`src/rtl/rx_serial_7e1.sv`:
```
// 7E1 UART receiver: 2-FF input synchronizer, mid-bit sampling FSM, held character register with error flags.
// Optional macro RX_PARITY_CHECK_EN enables the even-parity check; without it the parity bit is sampled and ignored.
module rx_serial_7e1 #(
  parameter int CLKS_PER_BIT = 434,
  parameter int N_CNT        = 9
) (
  input  logic       clock,
  input  logic       reset,
  input  logic       entrada_serial,
  input  logic       recebe,
  output logic [6:0] dado_recebido,
  output logic       tem_dado,
  output logic       pronto,
  output logic       erro_paridade,
  output logic       erro_frame,
  output logic       overrun,
  output logic [3:0] db_estado
);

  localparam logic [3:0] INICIAL    = 4'd0;
  localparam logic [3:0] MEIO_START = 4'd1;
  localparam logic [3:0] DADOS      = 4'd2;
  localparam logic [3:0] PARIDADE   = 4'd3;
  localparam logic [3:0] STOP       = 4'd4;
  localparam logic [3:0] FINAL      = 4'd5;

  localparam logic [N_CNT-1:0] HALF_LAST = N_CNT'(CLKS_PER_BIT / 2 - 1);
  localparam logic [N_CNT-1:0] FULL_LAST = N_CNT'(CLKS_PER_BIT - 1);

  logic             sync_meta;
  logic             rx_s;
  logic [3:0]       state;
  logic [N_CNT-1:0] cnt;
  logic [2:0]       bit_idx;
  logic [6:0]       shift;
  logic             stop_bit;
  logic             armed;
  logic             tick_half;
  logic             tick_full;
  logic             perr;
  logic             ferr;
  logic             frame_ok;
  logic             in_final;

  // Synchronizer resets to idle level so reset never looks like a start bit.
  always_ff @(posedge clock or posedge reset) begin
    if (reset) begin
      sync_meta <= 1'b1;
      rx_s      <= 1'b1;
    end else begin
      sync_meta <= entrada_serial;
      rx_s      <= sync_meta;
    end
  end

  assign tick_half = (cnt == HALF_LAST);
  assign tick_full = (cnt == FULL_LAST);

  always_ff @(posedge clock or posedge reset) begin
    if (reset) begin
      state    <= INICIAL;
      cnt      <= '0;
      bit_idx  <= '0;
      shift    <= '0;
      stop_bit <= 1'b0;
      armed    <= 1'b0;
    end else begin
      case (state)
        INICIAL: begin
          cnt     <= '0;
          bit_idx <= '0;
          if (rx_s) begin
            armed <= 1'b1;
          end else if (armed) begin
            state <= MEIO_START;
          end
        end
        MEIO_START: begin
          if (tick_half) begin
            cnt   <= '0;
            state <= rx_s ? INICIAL : DADOS;
          end else begin
            cnt <= cnt + 1'b1;
          end
        end
        DADOS: begin
          if (tick_full) begin
            cnt     <= '0;
            shift   <= {rx_s, shift[6:1]};
            bit_idx <= bit_idx + 3'd1;
            if (bit_idx == 3'd6) begin
              state <= PARIDADE;
            end
          end else begin
            cnt <= cnt + 1'b1;
          end
        end
        PARIDADE: begin
          if (tick_full) begin
            cnt   <= '0;
            state <= STOP;
          end else begin
            cnt <= cnt + 1'b1;
          end
        end
        STOP: begin
          if (tick_full) begin
            cnt      <= '0;
            stop_bit <= rx_s;
            state    <= FINAL;
          end else begin
            cnt <= cnt + 1'b1;
          end
        end
        FINAL: begin
          state <= INICIAL;
          // A low stop bit means the line may still be in break; wait for idle before re-arming.
          if (!stop_bit) begin
            armed <= 1'b0;
          end
        end
        default: begin
          state <= INICIAL;
          cnt   <= '0;
        end
      endcase
    end
  end

`ifdef RX_PARITY_CHECK_EN
  logic parity_bit;

  always_ff @(posedge clock or posedge reset) begin
    if (reset) begin
      parity_bit <= 1'b0;
    end else if (state == PARIDADE && tick_full) begin
      parity_bit <= rx_s;
    end
  end

  assign perr = ^{shift, parity_bit};

  always_ff @(posedge clock or posedge reset) begin
    if (reset) begin
      erro_paridade <= 1'b0;
    end else if (in_final) begin
      erro_paridade <= perr;
    end
  end
`else
  assign perr          = 1'b0;
  assign erro_paridade = 1'b0;
`endif

  assign ferr     = ~stop_bit;
  assign frame_ok = ~perr & ~ferr;
  assign in_final = (state == FINAL);

  // A valid frame's set wins over a same-cycle acknowledge; the ack still clears overrun.
  always_ff @(posedge clock or posedge reset) begin
    if (reset) begin
      dado_recebido <= '0;
      tem_dado      <= 1'b0;
      pronto        <= 1'b0;
      erro_frame    <= 1'b0;
      overrun       <= 1'b0;
    end else begin
      pronto <= in_final & frame_ok;
      if (in_final) begin
        erro_frame <= ferr;
      end
      if (in_final && frame_ok) begin
        dado_recebido <= shift;
        tem_dado      <= 1'b1;
        overrun       <= ~recebe & (overrun | tem_dado);
      end else if (recebe) begin
        tem_dado <= 1'b0;
        overrun  <= 1'b0;
      end
    end
  end

  assign db_estado = state;

endmodule

```
`config.mk`:
```
export PLATFORM = sky130hd
export DESIGN_NAME = rx_serial_7e1
export DESIGN_NICKNAME = d
export VERILOG_FILES = /design/src/rtl/rx_serial_7e1.sv
export SDC_FILE = /design/constraint.sdc
export NUM_CORES = 1
export LEC_CHECK = 0
export BUFFER_PORTS_ARGS = -buffer_cell sky130_fd_sc_hd__buf_2
export CAP_MARGIN = 40
export CORE_MARGIN = 2
export CORE_UTILIZATION = 45
export CTS_BUF_LIST = sky130_fd_sc_hd__clkbuf_4
export CTS_CLUSTER_SIZE = 40
export DETAILED_ROUTE_END_ITERATION = 8
export PLACE_DENSITY = 0.66
export SYNTH_ARGS = -nofsm -noshare
export SYNTH_HDL_FRONTEND = slang
export SYNTH_SLANG_ARGS = --single-unit
```
`constraint.sdc`:
```
create_clock -name clock -period 3.5 [get_ports clock]
set_input_delay 0.525 -clock clock [delete_from_list [all_inputs] [get_ports clock]]
set_output_delay 0.525 -clock clock [all_outputs]
set_load 0.02 [all_outputs]
```
Word-level counts from Yosys, hierarchy flattened. Index checks and enable logic that the tools add are counted.

Add/subtract/negate cells: 2. Multipliers: 0. Div/mod/pow operators: 0. Magnitude comparators: 0. Eq/ne operators: 17. Shifts and indexed selects: 0. Mux-type cells: 20. Bitwise gates (word level): 5. Reduce and logical (&&, ||, !) cells: 11.

Operators by type and width (count): 4-bit 2-to-1 mux (7); 9-bit case mux with 3 select lines (1); 4-bit case mux with 5 select lines (1); 9-bit 2-to-1 mux (2); 2-bit inequality test (second input constant) (9); 9-bit by 1-bit adder with 9-bit output (second input constant) (1); 9-bit by 8-bit equality test with 1-bit output (second input constant) (1); 9-bit equality test (second input constant) (1); 4-bit by 2-bit equality test with 1-bit output (second input constant) (2); 4-bit by 3-bit equality test with 1-bit output (second input constant) (2); 7-bit AND reduction (1); 3-bit case mux with 2 select lines (1); 2-bit AND reduction (3); 2-bit nonzero test (3); 1-bit 2-to-1 mux (5); 4-bit by 1-bit equality test with 1-bit output (second input constant) (1); 4-bit logical NOT (1); 3-bit by 1-bit adder with 3-bit output (second input constant) (1); 3-bit equality test (second input constant) (1); 3-bit 2-to-1 mux (1); 3-bit AND reduction (1); 3-bit OR reduction (1); 1-bit AND (2); 2-bit 2-to-1 mux (1); other kinds (4) (5).

Register bits: 38. Bits in latches: 0. Memory bits (writable): 0. Bits in read-only memories: 0. Output and inout port bits: 16. Word-level logic and storage cells: 68. Memories: 0.

Logic depth before layout (Yosys ltp).
Depth after elaboration: 4. Depth in mapped cells: 6.

Least setup slack after synthesis. OpenSTA, ideal clock, no wires.

Path type: flip-flop to flip-flop. Start: reg state[0] (netlist: db_estado[0]). End: reg state[0] (netlist: db_estado[0]). Arrival time: 1551 ps. Required time: 3375 ps. Setup slack: 1824 ps. Stages on the path, launching flop included: 6. Path buffers: 1. Cell sequence: dfrtp_1 buf_2 nor3b_4 a2bb2oi_4 nor2_8 mux2_4.

Cells in the longest elaborated chain, start to end: 3.

Ends and longest elaborated chain: start: declaration (RTL line 32) `logic [3:0] state;`; start signal: assignment (RTL line 81) `state <= rx_s ? INICIAL : DADOS;`; 4-bit by 2-bit equality test with 1-bit output (tied with other cells) (RTL line 68) `case (state)`; 2-bit inequality test (no source line); 7-bit AND reduction (no source line).

Parallel ways exist; a longest one is shown, timed or not. A chain may end at the register's enable or synchronous reset.

Worst setup path after layout.
Start: reg state[0] (netlist: db_estado[0]). End: reg dado_recebido[3].

Cells in the longest elaborated chain, start to end: 2.

Ends and longest elaborated chain: 4-bit by 3-bit equality test with 1-bit output (RTL line 157) `assign in_final = (state == FINAL);`; 1-bit logical AND (RTL line 172) `if (in_final && frame_ok) begin`; end signal: assignment (RTL line 173) `dado_recebido <= shift;`; end: declaration (RTL line 11) `output logic [6:0] dado_recebido,`.

Every way passes these cells.

==> metrics <==
total wire length=3.67 mm; grt ovf=0; Multi-input gate area=902 µm²; Die Span X=69.7 µm; Placed Cells=230; Post-synth top flop=dfrtp_1; Final Slew Violations=0; Starting DRT DRC Count=83; critical setup path kind=reg2reg; r2r startpoint=db_estado[0]$_DFFE_PP0P_; number of global-route vias before repair=1319; asr flop ratio synth=100%; Detailed Routing Iterations Pass 1=4; first-pass GRT wire length=about 6.4 mm; average wire per standard cell=about 15 µm; fin crit share=54.7%; Post-CTS Resized=0; Worst-Margin Slew=0.560 ns; DRC=0; Netlist cell types=50; post-synthesis instance total=172; Worst Hold Class=in2async; drt via density=5.77; slowest cell on the critical path=dfrtp_1; Final GP Congestion=about 0.85; Max Fanout on Critical Path=14; Yosys reg bits=37; Clock Tree Root=clkbuf_4; CP max stage delay=0.59 ns; Final TNS setup=0 ns; RSZ-0062 raised after global routing=no; crit path from=db_estado[0]$_DFFE_PP0P_; crit path capture type=flop; clk_skew=0.0181 ns; crit path time final=1.91 ns; clk_lat worst skew=0.35 ns; HPWL after DPL=2.66 mm; Top Ports=20; final setup fails=0; CTS H-tree depth=2; register area share after synthesis=about 48%; peak supply drop=0.178 mV; PortBufs=17; total core area=between 4000 and 5000 µm²; Final #Nets=196; Die H=69.7 µm; RR Endpoint=dado_recebido[3]$_DFFE_PP0P_; Post-CTS Hold Buffers=0; Mapped Area=1940 µm²; commonest non-fill, non-tap cell in the layout=dfrtp_1; Post-synth EDFFs=0; Starting Density=47.6%; DR vias=1373; post-layout total power=1.07 mW; Setup crit start kind=flop; CP Data Arrival Time=about 2.2 ns; Syn Area/Cell=11.3 µm²; Reg2Reg Setup Slack=1.59 ns; max_cap viols=0; Reg clk slew, reported paths=0.13 ns; CP Cell Sequence=and3b_1 > nand2_2 > mux2_1; area of the die=4860 µm²; Register-to-Register Path Depth=3; CTS tree=done; Worst EP required=3.74 ns; final hold vios=0; cell leakage power=1.04 nW; relative slew slack=62.7%; fraction of layout cells with a size suffix above 1=29.8%; largest net degree at the start of global routing=24; Site Rows=23; PD cells=502 nW/µm²; CTS buffer count=5; clk sink count=37; Final Non-Filler Cells=between 200 and 250; ant diodes=0; initial antenna violation count=0; post-CTS setup buffers=0; post-route ant nets=0; outcome=finished clean; CP Capture Point=dado_recebido[3]$_DFFE_PP0P_; f_max=523 MHz; most frequent cells in the layout=dfrtp_1, nand2_1, buf_2, inv_1; clk buf depth=2; Area Overhead vs Synth=10.0%; register area=928 µm²; synth warn=0; GR Util All Layers=16.2%; fill count=357
[layer usage]
layer | wire [µm] | track usage [%] | share of wire [%]
met2 | 1790 | 26.5 | 49
met3 | 204 | 4.80 | 5.6
met1 | 1630 | 20.4 | 44
met5 | 0 | 0 | 0
met4 | 53 | 6.20 | 1.4
[worst min path at each step]
stage / start / depth (start not counted) / to
after floorplan: sync_meta$_DFF_PP1_ / 0 / rx_s$_DFF_PP1_
after CTS: reset / 2 / db_estado[0]$_DFFE_PP0P_
after detailed placement: sync_meta$_DFF_PP1_ / 0 / rx_s$_DFF_PP1_
final: reset / 2 / bit_idx[1]$_DFFE_PP0P_
after global placement: sync_meta$_DFF_PP1_ / 0 / rx_s$_DFF_PP1_
after global routing: reset / 2 / db_estado[0]$_DFFE_PP0P_
[metrics by stage]
stage / hold slack (ns) / setup WS [ns] / cell area [µm²] / utilization (%)
floorplan: 0.345 / 1.82 / 1950 / -
global placement: 0.347 / 1.69 / 2030 / 49.6
detailed placement: 0.348 / 1.64 / 2050 / 50.3
CTS: 0.132 / 1.61 / 2140 / 52.3
global route: 0.146 / 1.48 / 2140 / 52.3
finish: 0.133 / 1.59 / 2140 / 52.3
[sequential cells by signal, summed over array words and instances, names as in the netlist, 3 cells and up]
signal / count
cnt: 9
dado_recebido: 7
shift: 7
bit_idx: 3
db_estado: 3
[Yosys cell counts, types with 2 or more instances]
| cell type | count | area (µm²) |
|---|---|---|
| nor3_1 | 3 | 15.0 |
| o22ai_1 | 6 | 37.5 |
| a31oi_1 | 3 | 18.8 |
| dfrtp_1 | 35 | 876 |
| buf_2 | 6 | 30.0 |
| o41ai_1 | 2 | 17.5 |
| dfstp_2 | 2 | 52.6 |
| nor2b_1 | 3 | 18.8 |
| o21ai_0 | 5 | 25.0 |
| mux2_4 | 8 | 120 |
| nand3_1 | 7 | 35.0 |
| o21ai_1 | 3 | 15.0 |
| nand2_1 | 19 | 71.3 |
| mux2_2 | 8 | 90.1 |
| o211ai_1 | 2 | 15.0 |
| ha_1 | 5 | 62.6 |
| o21a_1 | 2 | 15.0 |
| buf_4 | 4 | 30.0 |
| a21oi_1 | 4 | 20.0 |
| inv_1 | 11 | 41.3 |
| nor2_1 | 5 | 18.8 |
[critical path: cells and delay by family (launching register included)]
family | cells | cell delay, ns
DFF | 1 | 0.59
muxes | 1 | 0.36
and+or+nand+nor | 2 | 0.85
[layout make-up]
type                    count  share of cell area, %
flip-flops and latches     37                   43.4
clock buffers               5                   1.76
repair buffers             19                   5.62
inverters                  11                   1.93
multi-input cells         113                   42.2
well taps                  50                   2.93
clock inverters             3                   2.17
[cells by family (layout without fill, tap and decap cells)]
logic type               after synthesis  count (layout)  synth area share [%]
multiplexers                          18              18                  11.9
buffers and inverters                 23              38                  5.99
AND/OR/NAND/NOR                       53              53                  17.2
AO/OA/AOI/OAI                         35              35                  13.7
other                                  1               2                 0.193
flip-flops                            37              37                  47.8
adder cells (fa/ha/maj)                5               5                  3.22
[report_power, final]
group          switching [mW]  leakage [nW]  internal, mW
registers              0.0522         0.500         0.451
logic                   0.162         0.494         0.104
clock network           0.153        0.0414         0.151
total                   0.367          1.04         0.707
Note: power is estimated with default switching activity, not from simulation.
